### src/rtl/deserializacion_s2p_pkg.sv
// Shared lane constants, FSM encoding and output payload for the S2P stage.
package deserializacion_s2p_pkg;

  localparam int unsigned DATA_W    = 8;
  localparam logic [DATA_W-1:0] COM = 8'hBC;
  localparam int unsigned N_COM_DEF = 4;
  localparam int unsigned BIT_CNT_W = 3;
  localparam int unsigned COM_CNT_W = 4;

  typedef enum logic [1:0] {
    SEARCH = 2'd0,
    ALIGN  = 2'd1,
    ACTIVE = 2'd2
  } state_t;

  typedef struct packed {
    logic [DATA_W-1:0] data;
    logic              valid;
    logic              active;
    logic              strobe;
  } deser_out_t;

endpackage

### src/rtl/deser_shift_reg.sv
// Serial history register; cand_c is the symbol that ends with the current bit.
module deser_shift_reg
  import deserializacion_s2p_pkg::*;
(
  input  logic              clk_8f,
  input  logic              reset_L,
  input  logic              data_in,
  output logic [DATA_W-1:0] cand_c
);

  // Only the previous DATA_W-1 bits are kept: the oldest bit of the full
  // register would fall out of every candidate before anyone could read it.
  logic [DATA_W-2:0] hist_q;

  assign cand_c = {hist_q, data_in};

  // Shift in one bit per clock, MSB of the symbol arriving first.
  always_ff @(posedge clk_8f or negedge reset_L) begin
    if (!reset_L) begin
      hist_q <= '0;
    end else begin
      hist_q <= cand_c[DATA_W-2:0];
    end
  end

endmodule

### src/rtl/deserializacion_s2p.sv
// Serial-to-parallel lane: COM-based byte alignment, then one byte per DATA_W bits.
module deserializacion_s2p
  import deserializacion_s2p_pkg::*;
#(
  parameter int unsigned N_COM = N_COM_DEF
) (
  input  logic              clk_8f,
  input  logic              reset_L,
  input  logic              data_in,
  output logic [DATA_W-1:0] data_out,
  output logic              valid_out,
  output logic              active_out,
  output logic              byte_strobe
);

  localparam logic [BIT_CNT_W-1:0] LAST_BIT   = BIT_CNT_W'(DATA_W - 1);
  localparam logic [COM_CNT_W-1:0] COM_TARGET = COM_CNT_W'(N_COM);
  localparam logic [COM_CNT_W-1:0] COM_ONE    = COM_CNT_W'(1);

  state_t                 state_q, state_d;
  logic [BIT_CNT_W-1:0]   bit_cnt_q, bit_cnt_d;
  logic [COM_CNT_W-1:0]   com_cnt_q, com_cnt_d;
  deser_out_t             out_q, out_d;
  logic [DATA_W-1:0]      cand_c;
  logic                   is_com_c;
  logic                   boundary_c;

  deser_shift_reg u_shift (
    .clk_8f  (clk_8f),
    .reset_L (reset_L),
    .data_in (data_in),
    .cand_c  (cand_c)
  );

  assign is_com_c   = (cand_c == COM);
  assign boundary_c = (bit_cnt_q == LAST_BIT);

  // Next-state, counter and output-register decisions, all taken from cand.
  always_comb begin
    state_d      = state_q;
    bit_cnt_d    = bit_cnt_q + BIT_CNT_W'(1);
    com_cnt_d    = com_cnt_q;
    out_d        = out_q;
    out_d.strobe = 1'b0;

    case (state_q)
      SEARCH: begin
        bit_cnt_d = '0;
        if (is_com_c) begin
          com_cnt_d = COM_ONE;
          state_d   = (COM_TARGET == COM_ONE) ? ACTIVE : ALIGN;
        end
      end
      ALIGN: begin
        if (boundary_c) begin
          if (is_com_c) begin
            com_cnt_d = com_cnt_q + COM_ONE;
            if (com_cnt_q + COM_ONE == COM_TARGET) begin
              state_d = ACTIVE;
            end
          end else begin
            // Restart the sliding search on the very next bit, no slip.
            com_cnt_d = '0;
            state_d   = SEARCH;
          end
        end
      end
      ACTIVE: begin
        if (boundary_c) begin
          out_d.strobe = 1'b1;
          if (is_com_c) begin
            out_d.valid = 1'b0;
          end else begin
            out_d.data  = cand_c;
            out_d.valid = 1'b1;
          end
        end
      end
      default: begin
        state_d = SEARCH;
      end
    endcase

    out_d.active = (state_d == ACTIVE);
  end

  // State, counters and registered outputs.
  always_ff @(posedge clk_8f or negedge reset_L) begin
    if (!reset_L) begin
      state_q   <= SEARCH;
      bit_cnt_q <= '0;
      com_cnt_q <= '0;
      out_q     <= '0;
    end else begin
      state_q   <= state_d;
      bit_cnt_q <= bit_cnt_d;
      com_cnt_q <= com_cnt_d;
      out_q     <= out_d;
    end
  end

  assign data_out    = out_q.data;
  assign valid_out   = out_q.valid;
  assign active_out  = out_q.active;
  assign byte_strobe = out_q.strobe;

endmodule

### config.mk
export PLATFORM = sky130hd
export DESIGN_NAME = deserializacion_s2p
export DESIGN_NICKNAME = d
export VERILOG_FILES = /design/src/rtl/deserializacion_s2p_pkg.sv /design/src/rtl/deser_shift_reg.sv /design/src/rtl/deserializacion_s2p.sv
export SDC_FILE = /design/constraint.sdc
export NUM_CORES = 1
export LEC_CHECK = 0
export BUFFER_PORTS_ARGS = -buffer_cell sky130_fd_sc_hd__buf_2
export CORE_MARGIN = 1.5
export CORE_UTILIZATION = 50
export CTS_CLUSTER_SIZE = 16
export DETAILED_ROUTE_END_ITERATION = 10
export PLACE_DENSITY = 0.69
export REMOVE_ABC_BUFFERS = 1
export SYNTH_ARGS = -nofsm -noshare
export SYNTH_HDL_FRONTEND = slang
export SYNTH_HIERARCHICAL = 1
export SYNTH_SLANG_ARGS = --single-unit
### constraint.sdc
create_clock -name clk_8f -period 5.1 [get_ports clk_8f]
set_input_delay 0.255 -clock clk_8f [delete_from_list [all_inputs] [get_ports clk_8f]]
set_output_delay 0.255 -clock clk_8f [all_outputs]
set_load 0.01 [all_outputs]
Word level (Yosys, flattened, before mapping). Cells that the tools add are included.

Bits in registers: 27. Input port bits: 3. Output and inout bits: 11. Word-level logic and storage cells: 37.

$add $sub $neg: 2. Eq/ne operators: 8. Multiplexer cells: 13. Reduce and logical (&&, ||, !) cells: 5. Bitwise gates (word level): 1.

Operators with widths (number): $mux 4 (3); $eq 8x8->1 const B (1); $mux 2 (4); $pmux 4 s2 (1); $pmux 2 s3 (1); $reduce_and 3->1 (2); $add 4x1->4 const B (1); $eq 2x2->1 const B (2); $eq 4x3->1 const B (1); $ne 2x2->1 const B (2); $add 3x1->3 const B (1); $eq 3x3->1 const B (1); $mux 1 (3); $mux 3 (1); $eq 2x1->1 const B (1); $logic_not 2->1 (1); $reduce_and 2->1 (1); $reduce_bool 2->1 (1); $not 1->1 (1).

Logic depth before layout (Yosys ltp).
Depth after elaboration: 7. Mapped depth: 6. Depth with buffers taken out: 6.

Cells and area by module. The synthesis kept the hierarchy.

Modules (own cells, without submodules): deserializacion_s2p (area each 952.2 um^2, times used 1, seq. area each 500.5 um^2, cells each 81); deser_shift_reg (area each 182.7 um^2, times used 1, seq. area each 175.2 um^2, cells each 8).

Least setup slack after synthesis. Ideal clock, no wire load.

Path type: register to register. Start point: register u_shift.hist_q[5]. End point: register com_cnt_q[3]. Stages on the path, launching flop included: 5. Path slack: 3.464 ns. Library setup time: 0.087 ns. Clock period less this slack: 1.636 ns. Buffers on the path: 0. Arrival time: 1.549 ns. Data required time: 5.013 ns. Cells stage by stage: dfrtp_1 > nand4b_4 > or4_4 > or4_1 > o211ai_1.

Cells in the longest elaborated chain, start to end: 4. Elaborated cells on any way between the ends: 6. Classes of those cells: eq/ne: 2; mux: 3; reduce/logical: 1.

Ends and longest elaborated chain: start, declared (RTL line deser_shift_reg.sv:13) `logic [DATA_W-2:0] hist_q;`; start signal, assigned (RTL line deser_shift_reg.sv:22) `hist_q <= cand_c[DATA_W-2:0];`; $eq 8x8->1 * (RTL line deserializacion_s2p.sv:35) `assign is_com_c = (cand_c == COM);`; $mux 4 (RTL line deserializacion_s2p.sv:56) `if (is_com_c) begin`; $mux 4 (RTL line deserializacion_s2p.sv:55) `if (boundary_c) begin`; $pmux 4 s2 (RTL line deserializacion_s2p.sv:46) `case (state_q)`; end signal, assigned (RTL line deserializacion_s2p.sv:97) `com_cnt_q <= com_cnt_d;`; end, declared (RTL line deserializacion_s2p.sv:22) `logic [COM_CNT_W-1:0] com_cnt_q, com_cnt_d;`.

Every way passes the cells marked *; elsewhere a longest branch is shown, timed or not. The select of a mux whose other input is x is not followed. A chain may end at the register's enable or synchronous reset.

Worst setup path in the final report.
Start point: register u_shift.hist_q[5]. End point: register out_q, in the netlist data_out[7].

Cells in the longest elaborated chain, start to end: 3.

Ends and longest elaborated chain: $eq 8x8->1 (RTL line deserializacion_s2p.sv:35); $not 1->1 (no line); $reduce_and 3->1 (no line); end signal, assigned (RTL line deserializacion_s2p.sv:98) `out_q <= out_d;`; end, declared (RTL line deserializacion_s2p.sv:23) `deser_out_t out_q, out_d;`.

No other way between the ends.

==> impl_metrics.json <==
{
  "die_y_um": 50.6,
  "period_needed_ps": 1870,
  "antenna_found_initial": 0,
  "numCtsBuffers": 3,
  "synthSimpleGateAreaFrac_pct": 15.0,
  "fin_nets": 112,
  "cp_max_fo": 9,
  "reg2reg_setup_slack_ps": 3230,
  "synthAdderAreaFrac_pct": 4.41,
  "insertion_delay_ps": 320,
  "wl_per_cell_um": 13.8,
  "grt_pass1_vias": 724,
  "die_w_um": 50.6,
  "ys_async_sr_fraction_pct": 100,
  "yosysMostFrequentCell": "dfrtp_1",
  "grt_pass1_wl_um": 3240,
  "regArea_um2": 676,
  "num_rows": 17,
  "leakage_nw": 0.635,
  "netlist_instances": 89,
  "synth_commonest_cells": "27 x dfrtp_1, 8 x mux2_2, 8 x nand2_1",
  "synth-compound-area-share_pct": 9.70,
  "finalSetupViolCount": 0,
  "synth_xor_area_share_pct": 0.772,
  "crit_path_start": "u_shift/hist_q[5]$_DFF_PN0_",
  "vias_per_cell": 5.36,
  "dp.cells": 127,
  "dp_hpwl_um": 1310,
  "path_clk_slew_ps": 140,
  "fmax_ghz": 0.535,
  "power.density_nw_per_um2": 264,
  "grt_usage_pct": 16.9,
  "core_area_um2": 2170,
  "synthDistinctLibCells": 32,
  "yosysWarningCount": 6,
  "fill_cells": 199,
  "netlist_area_um2": 1130,
  "stdcell_count": 132,
  "grt-ovfl-total": 0,
  "grt_max_degree": 28,
  "cts_tree": "yes",
  "synth.mux.area_fraction_pct": 7.94,
  "clockRootBuffer": "clkbuf_4",
  "synth_top_family_by_area": "simple AND/OR/NAND/NOR gates",
  "antenna_cells": 0,
  "drc": 0,
  "synth-edff-count": 0,
  "synth.largest_area_cell": "dfrtp_1",
  "finalWirelength_um": 1820,
  "required_ps": 5320,
  "worstPathArrival_ps": 2090,
  "gp_congestion": 0.816,
  "slew_headroom_pct": 50.9,
  "dr.pass1.iters": 4,
  "status": "finished clean",
  "clkSinkCount": 27,
  "holdWs_ps": 97.3,
  "die_area_um2": 2560,
  "synthTopCellsByArea": "dfrtp_1 60%, mux2_2 7.9%, ha_1 4.4%, nand2_1 2.6%, nand4b_4 2.1%",
  "ys_ff_latch": 27,
  "io_buffers": 13,
  "vdd_ir_drop_max_v": 0.000245,
  "ctsLongestPathBuffers": 2,
  "finalClockSkew_ps": 2.97,
  "multi_input_area_um2": 429,
  "power_mw": 0.332,
  "synth-main-ff-cell": "dfrtp_1",
  "tns_ps": 0,
  "rsz0062_at_grt": "no",
  "drive_gt1_share_pct": 27.9,
  "postCtsSetupBuffers": 0,
  "hold_viol": 0,
  "vias": 707,
  "reg2reg_depth": 4,
  "syn2layout_area_growth_pct": 10.8,
  "synth.yosys.seq_area_share_pct": 59.5,
  "h-tree-depth": 1,
  "period_share_pct": 36.6,
  "timing.rr.start": "u_shift/hist_q[5]$_DFF_PN0_",
  "crit_end": "data_out[7]$_DFFE_PN0P_",
  "drv_cap": 0,
  "start_util_pct": 52.3,
  "holdPathStages": 1,
  "ant_nets": 0,
  "end_kind": "register",
  "crit_path_start_kind": "register",
  "slew_violations": 0,
  "path_class": "register to register",
  "worst_pin_slew_ps": 731,
  "reg2reg_to": "data_out[7]$_DFFE_PN0P_",
  "netlist.area_leader.share_pct": 59.5,
  "hold_path.class": "input pin to register",
  "syn_avg_cell_area_um2": 12.8,
  "pin_count": 14,
  "detail_route.iter0.violations": 15
}
==> area by class of cell <==
| cell class | count | share of cell area, % |
|---|---|---|
| clock buffer | 3 | 1.79 |
| clock inverter | 1 | 0.398 |
| inverter | 4 | 1.19 |
| multi-input combinational | 55 | 34.1 |
| sequential | 27 | 53.7 |
| tap | 28 | 2.79 |
| timing repair buffer | 14 | 5.97 |
==> sequential cells by signal (all words and copies together) (netlist names) <==
name and flops:
data_out 8, u_shift/hist_q 7, com_cnt_q 4, bit_cnt_q 3
state_q 2, active_out 1, byte_strobe 1, valid_out 1
==> worst min-delay path by stage <==
stage | to | from | slack (ps)
2_1_floorplan | active_out$_DFF_PN0_ | reset_L | -40
3_3_place_gp | com_cnt_q[1]$_DFFE_PN0P_ | reset_L | 290
3_5_place_dp | com_cnt_q[2]$_DFFE_PN0P_ | reset_L | 290
4_1_cts | u_shift/hist_q[0]$_DFF_PN0_ | data_in | 90
5_1_grt | u_shift/hist_q[0]$_DFF_PN0_ | data_in | 80
6_report | u_shift/hist_q[0]$_DFF_PN0_ | data_in | 100
==> layer usage <==
layer | global-route usage (%) | share of wire [%]
met1 | 24.4 | 50
met2 | 26.3 | 47
met3 | 1.79 | 2.8
met4 | 6.76 | 0.50
met5 | 0 | 0
==> repair_timing <==
action	4_1_cts	5_1_grt
endpoints found under the hold margin	27	0
resized for setup	0	0
hold buffers	1	0
==> kinds of logic (layout without fill, tap and decap cells) <==
kind of cell / after synthesis / after routing
adders and majority gates: 4 / 4
buffers and inverters: 7 / 22
muxes: 8 / 8
and+or+nand+nor: 28 / 28
xor gates and xnor gates: 1 / 1
DFF: 27 / 27
AOI/OAI and AO/OA: 14 / 14
==> metrics by stage <==
stage / cell area (um^2) / worst slack [ps] / utilization (%)
floorplan: 1120 / 3460 / -
global placement: 1220 / 3330 / 56.2
detailed placement: 1220 / 3250 / 56.2
CTS: 1260 / 3230 / 58.0
global route: 1260 / 3090 / 58.0
finish: 1260 / 3230 / 58.0
==> critical path, stage by stage (launching register included) <==
cell and delay [ps]:
dfrtp_1 430, nand4b_4 190, nor4_2 560, nor2_2 250, mux2_2 340
==> power breakdown <==
part | switching (mW) | internal (mW) | total, mW | leakage, nW
clock network | 0.0595 | 0.0293 | 0.0888 | 0.0177
logic | 0.0101 | 0.00598 | 0.0160 | 0.261
registers | 0.00722 | 0.220 | 0.227 | 0.356
==> cells in the final DEF, fill, tap and decap left out, types with 2 or more instances in the layout <==
cell / instances
dfrtp_1: 27
buf_2: 13
nand2_1: 8
mux2_2: 8
inv_1: 4
nor2_1: 4
ha_1: 4
nor2b_1: 3
clkbuf_4: 3
nor3_1: 2
a32o_1: 2
nand3_1: 2
nand4_1: 2
o221ai_1: 2
No activity file was read; power rests on OpenSTA's default activity.
